--- config.mk ---
export PLATFORM = sky130hd
export DESIGN_NAME = pipe_ctrl_dx
export DESIGN_NICKNAME = d
export VERILOG_FILES = /design/src/rtl/pipe_ctrl_dx.sv
export SDC_FILE = /design/constraint.sdc
export NUM_CORES = 1
export LEC_CHECK = 0
export CELL_PAD_IN_SITES_DETAIL_PLACEMENT = 1
export CELL_PAD_IN_SITES_GLOBAL_PLACEMENT = 1
export CORE_MARGIN = 2
export CORE_UTILIZATION = 37
export CTS_BUF_LIST = sky130_fd_sc_hd__clkbuf_4
export CTS_CLUSTER_DIAMETER = 60
export DETAILED_ROUTE_END_ITERATION = 10
export PLACE_DENSITY = 0.86
export REMOVE_ABC_BUFFERS = 1
export SYNTH_ARGS = -nofsm -noshare
export SYNTH_HDL_FRONTEND = slang
export SYNTH_SLANG_ARGS = --single-unit
--- constraint.sdc ---
create_clock -name i_clk -period 4.75 [get_ports i_clk]
set_input_delay 0.95 -clock i_clk [delete_from_list [all_inputs] [get_ports i_clk]]
set_output_delay 0.95 -clock i_clk [all_outputs]
set_load 0.03 [all_outputs]
--- src/rtl/pipe_ctrl_dx.sv ---
// RV32IM decode control with the D->E control pipeline register.
// Sequences multi-cycle M-extension ops in E and stalls the front end while they run.
module pipe_ctrl_dx #(
    parameter int unsigned MUL_LAT   = 2,
    parameter int unsigned DIV_LAT   = 34,
    parameter int unsigned ALUCTRL_W = 4,
    parameter int unsigned CNT_W     = 6
) (
    input  logic                 i_clk,
    input  logic                 i_rstn,
    input  logic [6:0]           i_ctrl_op,
    input  logic [2:0]           i_ctrl_funct3,
    input  logic [6:0]           i_ctrl_funct7,
    input  logic                 i_stallE,
    input  logic                 i_flushE,
    output logic [1:0]           o_ctrl_ImmSrcD,
    output logic                 o_ctrl_RegWriteE,
    output logic [1:0]           o_ctrl_ResultSrcE,
    output logic                 o_ctrl_MemWriteE,
    output logic                 o_ctrl_JumpE,
    output logic                 o_ctrl_BranchE,
    output logic [ALUCTRL_W-1:0] o_ctrl_ALUControlE,
    output logic                 o_ctrl_ALUSrcE,
    output logic [3:0]           o_ctrl_mem_byte_selE,
    output logic                 o_ctrl_mem_unsgnE,
    output logic                 o_ctrl_mdu_selE,
    output logic [2:0]           o_ctrl_mdu_opE,
    output logic                 o_ctrl_mdu_startE,
    output logic                 o_ctrl_mdu_doneE,
    output logic                 o_ctrl_busy,
    output logic                 o_ctrl_illegalE
);

    localparam logic [6:0] OPCODE_LOAD   = 7'b0000011;
    localparam logic [6:0] OPCODE_FENCE  = 7'b0001111;
    localparam logic [6:0] OPCODE_I_OP   = 7'b0010011;
    localparam logic [6:0] OPCODE_AUIPC  = 7'b0010111;
    localparam logic [6:0] OPCODE_STORE  = 7'b0100011;
    localparam logic [6:0] OPCODE_R_OP   = 7'b0110011;
    localparam logic [6:0] OPCODE_LUI    = 7'b0110111;
    localparam logic [6:0] OPCODE_BRANCH = 7'b1100011;
    localparam logic [6:0] OPCODE_JALR   = 7'b1100111;
    localparam logic [6:0] OPCODE_JAL    = 7'b1101111;
    localparam logic [6:0] OPCODE_SYSTEM = 7'b1110011;

    localparam logic [3:0] ALU_CTRL_ADD  = 4'd0;
    localparam logic [3:0] ALU_CTRL_SUB  = 4'd1;
    localparam logic [3:0] ALU_CTRL_AND  = 4'd2;
    localparam logic [3:0] ALU_CTRL_OR   = 4'd3;
    localparam logic [3:0] ALU_CTRL_XOR  = 4'd4;
    localparam logic [3:0] ALU_CTRL_SLT  = 4'd5;
    localparam logic [3:0] ALU_CTRL_SLTU = 4'd6;
    localparam logic [3:0] ALU_CTRL_SLL  = 4'd7;
    localparam logic [3:0] ALU_CTRL_SRL  = 4'd8;
    localparam logic [3:0] ALU_CTRL_SRA  = 4'd9;
    localparam logic [3:0] ALU_CTRL_PASS = 4'd10;

    localparam logic [1:0] SRC_IMM_I = 2'b00;
    localparam logic [1:0] SRC_IMM_S = 2'b01;
    localparam logic [1:0] SRC_IMM_B = 2'b10;
    localparam logic [1:0] SRC_IMM_J = 2'b11;

    localparam logic [1:0] SRC_RD_ALU = 2'b00;
    localparam logic [1:0] SRC_RD_MEM = 2'b01;
    localparam logic [1:0] SRC_RD_PC4 = 2'b10;

    localparam logic [6:0] F7_BASE = 7'b0000000;
    localparam logic [6:0] F7_ALT  = 7'b0100000;
    localparam logic [6:0] F7_MDU  = 7'b0000001;

    localparam logic [CNT_W-1:0] MUL_LAST = CNT_W'(MUL_LAT - 1);
    localparam logic [CNT_W-1:0] DIV_LAST = CNT_W'(DIV_LAT - 1);

    typedef enum logic [0:0] {IDLE = 1'b0, RUN = 1'b1} state_t;

    typedef struct packed {
        logic                 reg_write;
        logic [1:0]           result_src;
        logic                 mem_write;
        logic                 jump;
        logic                 branch;
        logic [ALUCTRL_W-1:0] alu_ctrl;
        logic                 alu_src;
        logic [3:0]           byte_sel;
        logic                 mem_unsgn;
        logic                 mdu_sel;
        logic [2:0]           mdu_op;
        logic                 illegal;
    } ctrl_t;

    function automatic ctrl_t bubble_ctrl();
        ctrl_t c;
        c           = '0;
        c.alu_ctrl  = ALUCTRL_W'(ALU_CTRL_ADD);
        c.byte_sel  = 4'b1111;
        return c;
    endfunction

    function automatic logic [ALUCTRL_W-1:0] alu_from_f3(input logic [2:0] f3, input logic alt);
        logic [3:0] a;
        case (f3)
            3'b000:  a = alt ? ALU_CTRL_SUB : ALU_CTRL_ADD;
            3'b001:  a = ALU_CTRL_SLL;
            3'b010:  a = ALU_CTRL_SLT;
            3'b011:  a = ALU_CTRL_SLTU;
            3'b100:  a = ALU_CTRL_XOR;
            3'b101:  a = alt ? ALU_CTRL_SRA : ALU_CTRL_SRL;
            3'b110:  a = ALU_CTRL_OR;
            default: a = ALU_CTRL_AND;
        endcase
        return ALUCTRL_W'(a);
    endfunction

    function automatic logic [3:0] byte_sel_from_f3(input logic [2:0] f3);
        case (f3[1:0])
            2'b00:   return 4'b0001;
            2'b01:   return 4'b0011;
            default: return 4'b1111;
        endcase
    endfunction

    ctrl_t            dec;
    ctrl_t            ctrl_e;
    logic [1:0]       imm_src;
    logic             illegal;
    state_t           state;
    logic [CNT_W-1:0] cnt;
    logic [CNT_W-1:0] lat_last;
    logic             flush_pend;
    logic             hold;
    logic             start;
    logic             done;
    logic             busy;

    // D-stage decode; illegal encodings collapse to a flagged bubble.
    always_comb begin
        dec     = bubble_ctrl();
        imm_src = SRC_IMM_I;
        illegal = 1'b0;
        case (i_ctrl_op)
            OPCODE_LOAD: begin
                dec.reg_write  = 1'b1;
                dec.result_src = SRC_RD_MEM;
                dec.alu_src    = 1'b1;
                dec.byte_sel   = byte_sel_from_f3(i_ctrl_funct3);
                dec.mem_unsgn  = i_ctrl_funct3[2];
                illegal        = (i_ctrl_funct3 == 3'b011) || (i_ctrl_funct3 == 3'b110) ||
                                 (i_ctrl_funct3 == 3'b111);
            end
            OPCODE_STORE: begin
                imm_src        = SRC_IMM_S;
                dec.mem_write  = 1'b1;
                dec.alu_src    = 1'b1;
                dec.byte_sel   = byte_sel_from_f3(i_ctrl_funct3);
                illegal        = (i_ctrl_funct3 >= 3'b011);
            end
            OPCODE_R_OP: begin
                dec.reg_write = 1'b1;
                if (i_ctrl_funct7 == F7_BASE) begin
                    dec.alu_ctrl = alu_from_f3(i_ctrl_funct3, 1'b0);
                end else if (i_ctrl_funct7 == F7_ALT) begin
                    dec.alu_ctrl = alu_from_f3(i_ctrl_funct3, 1'b1);
                    illegal      = (i_ctrl_funct3 != 3'b000) && (i_ctrl_funct3 != 3'b101);
                end else if (i_ctrl_funct7 == F7_MDU) begin
                    dec.mdu_sel = 1'b1;
                    dec.mdu_op  = i_ctrl_funct3;
                end else begin
                    illegal = 1'b1;
                end
            end
            OPCODE_I_OP: begin
                dec.reg_write = 1'b1;
                dec.alu_src   = 1'b1;
                dec.alu_ctrl  = alu_from_f3(i_ctrl_funct3,
                                            (i_ctrl_funct3 == 3'b101) && i_ctrl_funct7[5]);
            end
            OPCODE_BRANCH: begin
                imm_src      = SRC_IMM_B;
                dec.branch   = 1'b1;
                dec.alu_ctrl = ALUCTRL_W'(ALU_CTRL_SUB);
                illegal      = (i_ctrl_funct3 == 3'b010) || (i_ctrl_funct3 == 3'b011);
            end
            OPCODE_JAL: begin
                imm_src        = SRC_IMM_J;
                dec.jump       = 1'b1;
                dec.reg_write  = 1'b1;
                dec.result_src = SRC_RD_PC4;
            end
            OPCODE_JALR: begin
                dec.jump       = 1'b1;
                dec.reg_write  = 1'b1;
                dec.result_src = SRC_RD_PC4;
                dec.alu_src    = 1'b1;
            end
            // U-type immediates come straight from instr[31:12] in the datapath.
            OPCODE_LUI: begin
                dec.reg_write = 1'b1;
                dec.alu_src   = 1'b1;
                dec.alu_ctrl  = ALUCTRL_W'(ALU_CTRL_PASS);
            end
            OPCODE_AUIPC: begin
                dec.reg_write = 1'b1;
                dec.alu_src   = 1'b1;
            end
            OPCODE_FENCE, OPCODE_SYSTEM: begin
                dec = bubble_ctrl();
            end
            default: illegal = 1'b1;
        endcase
        if (illegal) begin
            dec         = bubble_ctrl();
            dec.illegal = 1'b1;
        end
    end

    assign lat_last = ctrl_e.mdu_op[2] ? DIV_LAST : MUL_LAST;
    assign start    = ctrl_e.mdu_sel && (cnt == '0) && (state == IDLE);
    assign done     = ctrl_e.mdu_sel && (cnt == lat_last);
    assign busy     = ctrl_e.mdu_sel && (cnt != lat_last);
    assign hold     = i_stallE || busy;

    // E register, M-op sequencer and deferred flush.
    always_ff @(posedge i_clk) begin
        if (!i_rstn) begin
            ctrl_e     <= bubble_ctrl();
            state      <= IDLE;
            cnt        <= '0;
            flush_pend <= 1'b0;
        end else begin
            case (state)
                IDLE:    if (start && (lat_last != '0)) state <= RUN;
                RUN:     if (cnt == lat_last) state <= IDLE;
                default: state <= IDLE;
            endcase
            if (hold) begin
                flush_pend <= flush_pend || i_flushE;
                if (ctrl_e.mdu_sel && (cnt != lat_last)) cnt <= cnt + CNT_W'(1);
            end else begin
                flush_pend <= 1'b0;
                cnt        <= '0;
                ctrl_e     <= (i_flushE || flush_pend) ? bubble_ctrl() : dec;
            end
        end
    end

    assign o_ctrl_ImmSrcD       = imm_src;
    assign o_ctrl_RegWriteE     = ctrl_e.reg_write;
    assign o_ctrl_ResultSrcE    = ctrl_e.result_src;
    assign o_ctrl_MemWriteE     = ctrl_e.mem_write;
    assign o_ctrl_JumpE         = ctrl_e.jump;
    assign o_ctrl_BranchE       = ctrl_e.branch;
    assign o_ctrl_ALUControlE   = ctrl_e.alu_ctrl;
    assign o_ctrl_ALUSrcE       = ctrl_e.alu_src;
    assign o_ctrl_mem_byte_selE = ctrl_e.byte_sel;
    assign o_ctrl_mem_unsgnE    = ctrl_e.mem_unsgn;
    assign o_ctrl_mdu_selE      = ctrl_e.mdu_sel;
    assign o_ctrl_mdu_opE       = ctrl_e.mdu_op;
    assign o_ctrl_mdu_startE    = start;
    assign o_ctrl_mdu_doneE     = done;
    assign o_ctrl_busy          = busy;
    assign o_ctrl_illegalE      = ctrl_e.illegal;

endmodule

==> impl_results.md <==
- Syn Inst Count: 188
- Worst-margin pin slew: 780 ps
- Post-CTS Resized: 0
- Post-DRT Antenna Nets: 0
- # nets final: 248
- Max Root-Sink Buffers: 2
- Initial antenna violation count: 0
- Initial core utilization: 0.383
- Slew Viols, Final: 0
- Routability cong.: 0.760
- Worst Hold Class: reg -> reg
- DP Area: 0.00196 mm²
- Worst endpoint required time: 3800 ps
- Synth top area cells: dfxtp_1, nand2_1, nor2_1
- CTS clk-pin slew, worst paths: 150 ps
- Synth top area share: 0.340
- Post-synth EDFFs: 0
- Max IR drop VDD: 0.112 mV
- Num CTS Buffers: 3
- Setup crit end kind: output pin
- Sequential share of the synthesized area: 0.340
- H-Tree Depth: 1
- Die area: 0.00467 mm²
- Post-synth design cell area: 0.00153 mm²
- DRC violation count after routing: 0
- Setup violators final: 0
- CP dominant cell by count: clkdlybuf4s50_1
- Total GRT Usage: 0.203
- Finished Cell Area: 0.00201 mm²
- Post-synth top cells: dfxtp_1, nand2_1, nor2_1, a21oi_1, inv_1
- Core area: 0.00400 mm²
- Via Count: 1505
- Vias/cell: 5.51
- GRT overflow: 0
- Count leader, synth: dfxtp_1
- Hold Vio Cnt, Final: 0
- WL final: 4300 µm
- CTS sink count: 26
- CP startpoint kind: input port
- Worst clock skew: 4.79 ps
- CTS Root Cell: clkbuf_4
- # diodes: 0
- Worst hold slack: 469 ps
- Ys Warns: 0
- Critical Path Max Stage Delay: 750 ps
- Lkg Pwr: 0.714 nW
- Largest net degree at the start of global routing: 17
- Synth Flop Type: dfxtp_1
- Die height: 68.3 µm
- Fillers: 489
- Fmax: 245 MHz
- Final min period: 4080 ps
- Worst-path cell with the longest stage delay: clkdlybuf4s50_1
- CP Cell Sequence: clkdlybuf4s50_1 -> nand2_1 -> or2_1 -> nor3_1 -> clkdlybuf4s50_1
- Share of cells above drive strength 1: 0.0673
- RSZ-0062 raised after global routing: false
- Critical Path Fanout Max: 12
- # rows: 23
- I/O pins: 47
- Post-CTS Hold Buffers: 0
- CTS tree: done
- Clk Latency, worst-skew pair: 330 ps
- Max-capacitance violation count: 0
- Relative slew margins: 0.477
- DRT Pass-1 Iters: 4
- Setup TNS: 0 ps
- Power per cell area: 220 mW/mm²
- Period utilization: 0.858
- DP Wirelength: 3210 µm
- Status: complete, no violations
- Post-CTS Setup Bufs: 0
- Port Buffer Count: 45
- Number of library cell types mapped by synthesis: 47
- Vias in the first global route: 1498
- Area Growth Syn to Fin: 31.6%
- DRT iter0 DRCs: 37
- First-pass GRT wire length: 7110 µm
- Die Wd: 68.3 µm
- Setup CP Type: in -> out
- WL/cell: 15.8 µm
- Leading area contributor after synthesis: dfxtp_1
- Asr flop ratio synth: 0
- #FFs+latches synth: 26
- Mean post-synth cell area: 8.14 µm²
- Crit path arrival time: 3130 ps
==> state kept, by name, indices dropped and copies added (netlist names) <==
| name | flops |
|---|---|
| flush_pend | 1 |
| o_ctrl_ALUControlE | 4 |
| o_ctrl_RegWriteE | 1 |
| cnt | 6 |
| o_ctrl_MemWriteE | 1 |
| o_ctrl_ResultSrcE | 2 |
| o_ctrl_mdu_opE | 3 |
| o_ctrl_BranchE | 1 |
| o_ctrl_mdu_selE | 1 |
| o_ctrl_mem_unsgnE | 1 |
| o_ctrl_mem_byte_selE | 2 |
| o_ctrl_illegalE | 1 |
| o_ctrl_ALUSrcE | 1 |
| state | 1 |
==> critical path, delay by kind of cell <==
family / cells / cell delay [ps]
buffers and inverters: 2 / 1450
and+or+nand+nor: 3 / 730
==> worst paths after layout <==
check | endpoint | cells after the start | slack [ps] | startpoint
hold reg to reg | o_ctrl_illegalE$_SDFFE_PN0P_ | 2 | 470 | o_ctrl_illegalE$_SDFFE_PN0P_
setup / recovery | o_ctrl_ImmSrcD[1] | 5 | 670 | i_ctrl_op[5]
setup reg to reg | o_ctrl_mdu_opE[0]$_SDFFE_PN0P_ | 5 | 2210 | cnt[3]$_SDFFE_PN0P_
hold / removal | o_ctrl_illegalE$_SDFFE_PN0P_ | 2 | 470 | o_ctrl_illegalE$_SDFFE_PN0P_
==> cell usage in the layout, fill, tap and decap left out, types with 2 or more instances in the layout <==
cell type and count:
a21oi_1 12, a22o_1 3, a22oi_1 2, a31oi_1 3, a41oi_1 2, and3b_1 2
clkbuf_4 3, clkdlybuf4s50_1 45, dfxtp_1 26, ha_1 3, inv_1 9, nand2_1 24
nand2b_1 2, nand3_1 6, nand4_1 2, nor2_1 20, nor2b_1 4, nor3_1 6
o21ai_0 2, o21ai_1 2, o31ai_1 3, o41ai_1 6, o41ai_2 4, or2_2 2
or3_1 2, xnor2_1 4, xor2_1 5
==> cell families (layout without fill, tap and decap cells) <==
group | after synthesis | after routing | share of synthesized area
flip-flops | 26 | 26 | 0.340
other | 1 | 1 | 0.00245
AO/OA/AOI/OAI | 48 | 48 | 0.247
buffers and inverters | 23 | 58 | 0.0760
XOR/XNOR | 9 | 9 | 0.0515
adder cells (fa/ha/maj) | 3 | 3 | 0.0245
multiplexers | 1 | 1 | 0.00736
AND/OR/NAND/NOR | 77 | 77 | 0.251
==> final cells by class <==
type	count	area [µm²]	area share
Inverter	9	33.8	0.0168
Multi-Input combinational cell	139	893	0.444
Clock buffer	3	22.5	0.0112
Sequential cell	26	520	0.259
Clock inverter	1	30.0	0.0149
Timing Repair Buffer	45	450	0.224
Tap cell	50	62.6	0.0311
==> per-stage QoR <==
stage | instances | worst slack, ps | power, mW | util
2_1_floorplan | 174 | 1050 | 0.254 | -
3_3_place_gp | 269 | 737 | 0.289 | 0.490
3_5_place_dp | 269 | 703 | 0.290 | 0.490
4_1_cts | 273 | 682 | 0.447 | 0.503
5_1_grt | 273 | 544 | 0.460 | 0.503
6_report | 273 | 674 | 0.443 | 0.503
==> layer usage <==
metal / vias up / routed length (µm) / track usage
met4: 0 / 37 / 0.0400
met2: 42 / 2090 / 0.373
met1: 715 / 1990 / 0.251
met5: - / 0 / 0
li1: 741 / - / -
met3: 7 / 184 / 0.0296
==> where the power goes <==
part	internal [mW]	switching (mW)
logic	0.0279	0.0387
registers	0.219	0.000357
clock network	0.0853	0.0712
Power figures use the tool's default switching activity.
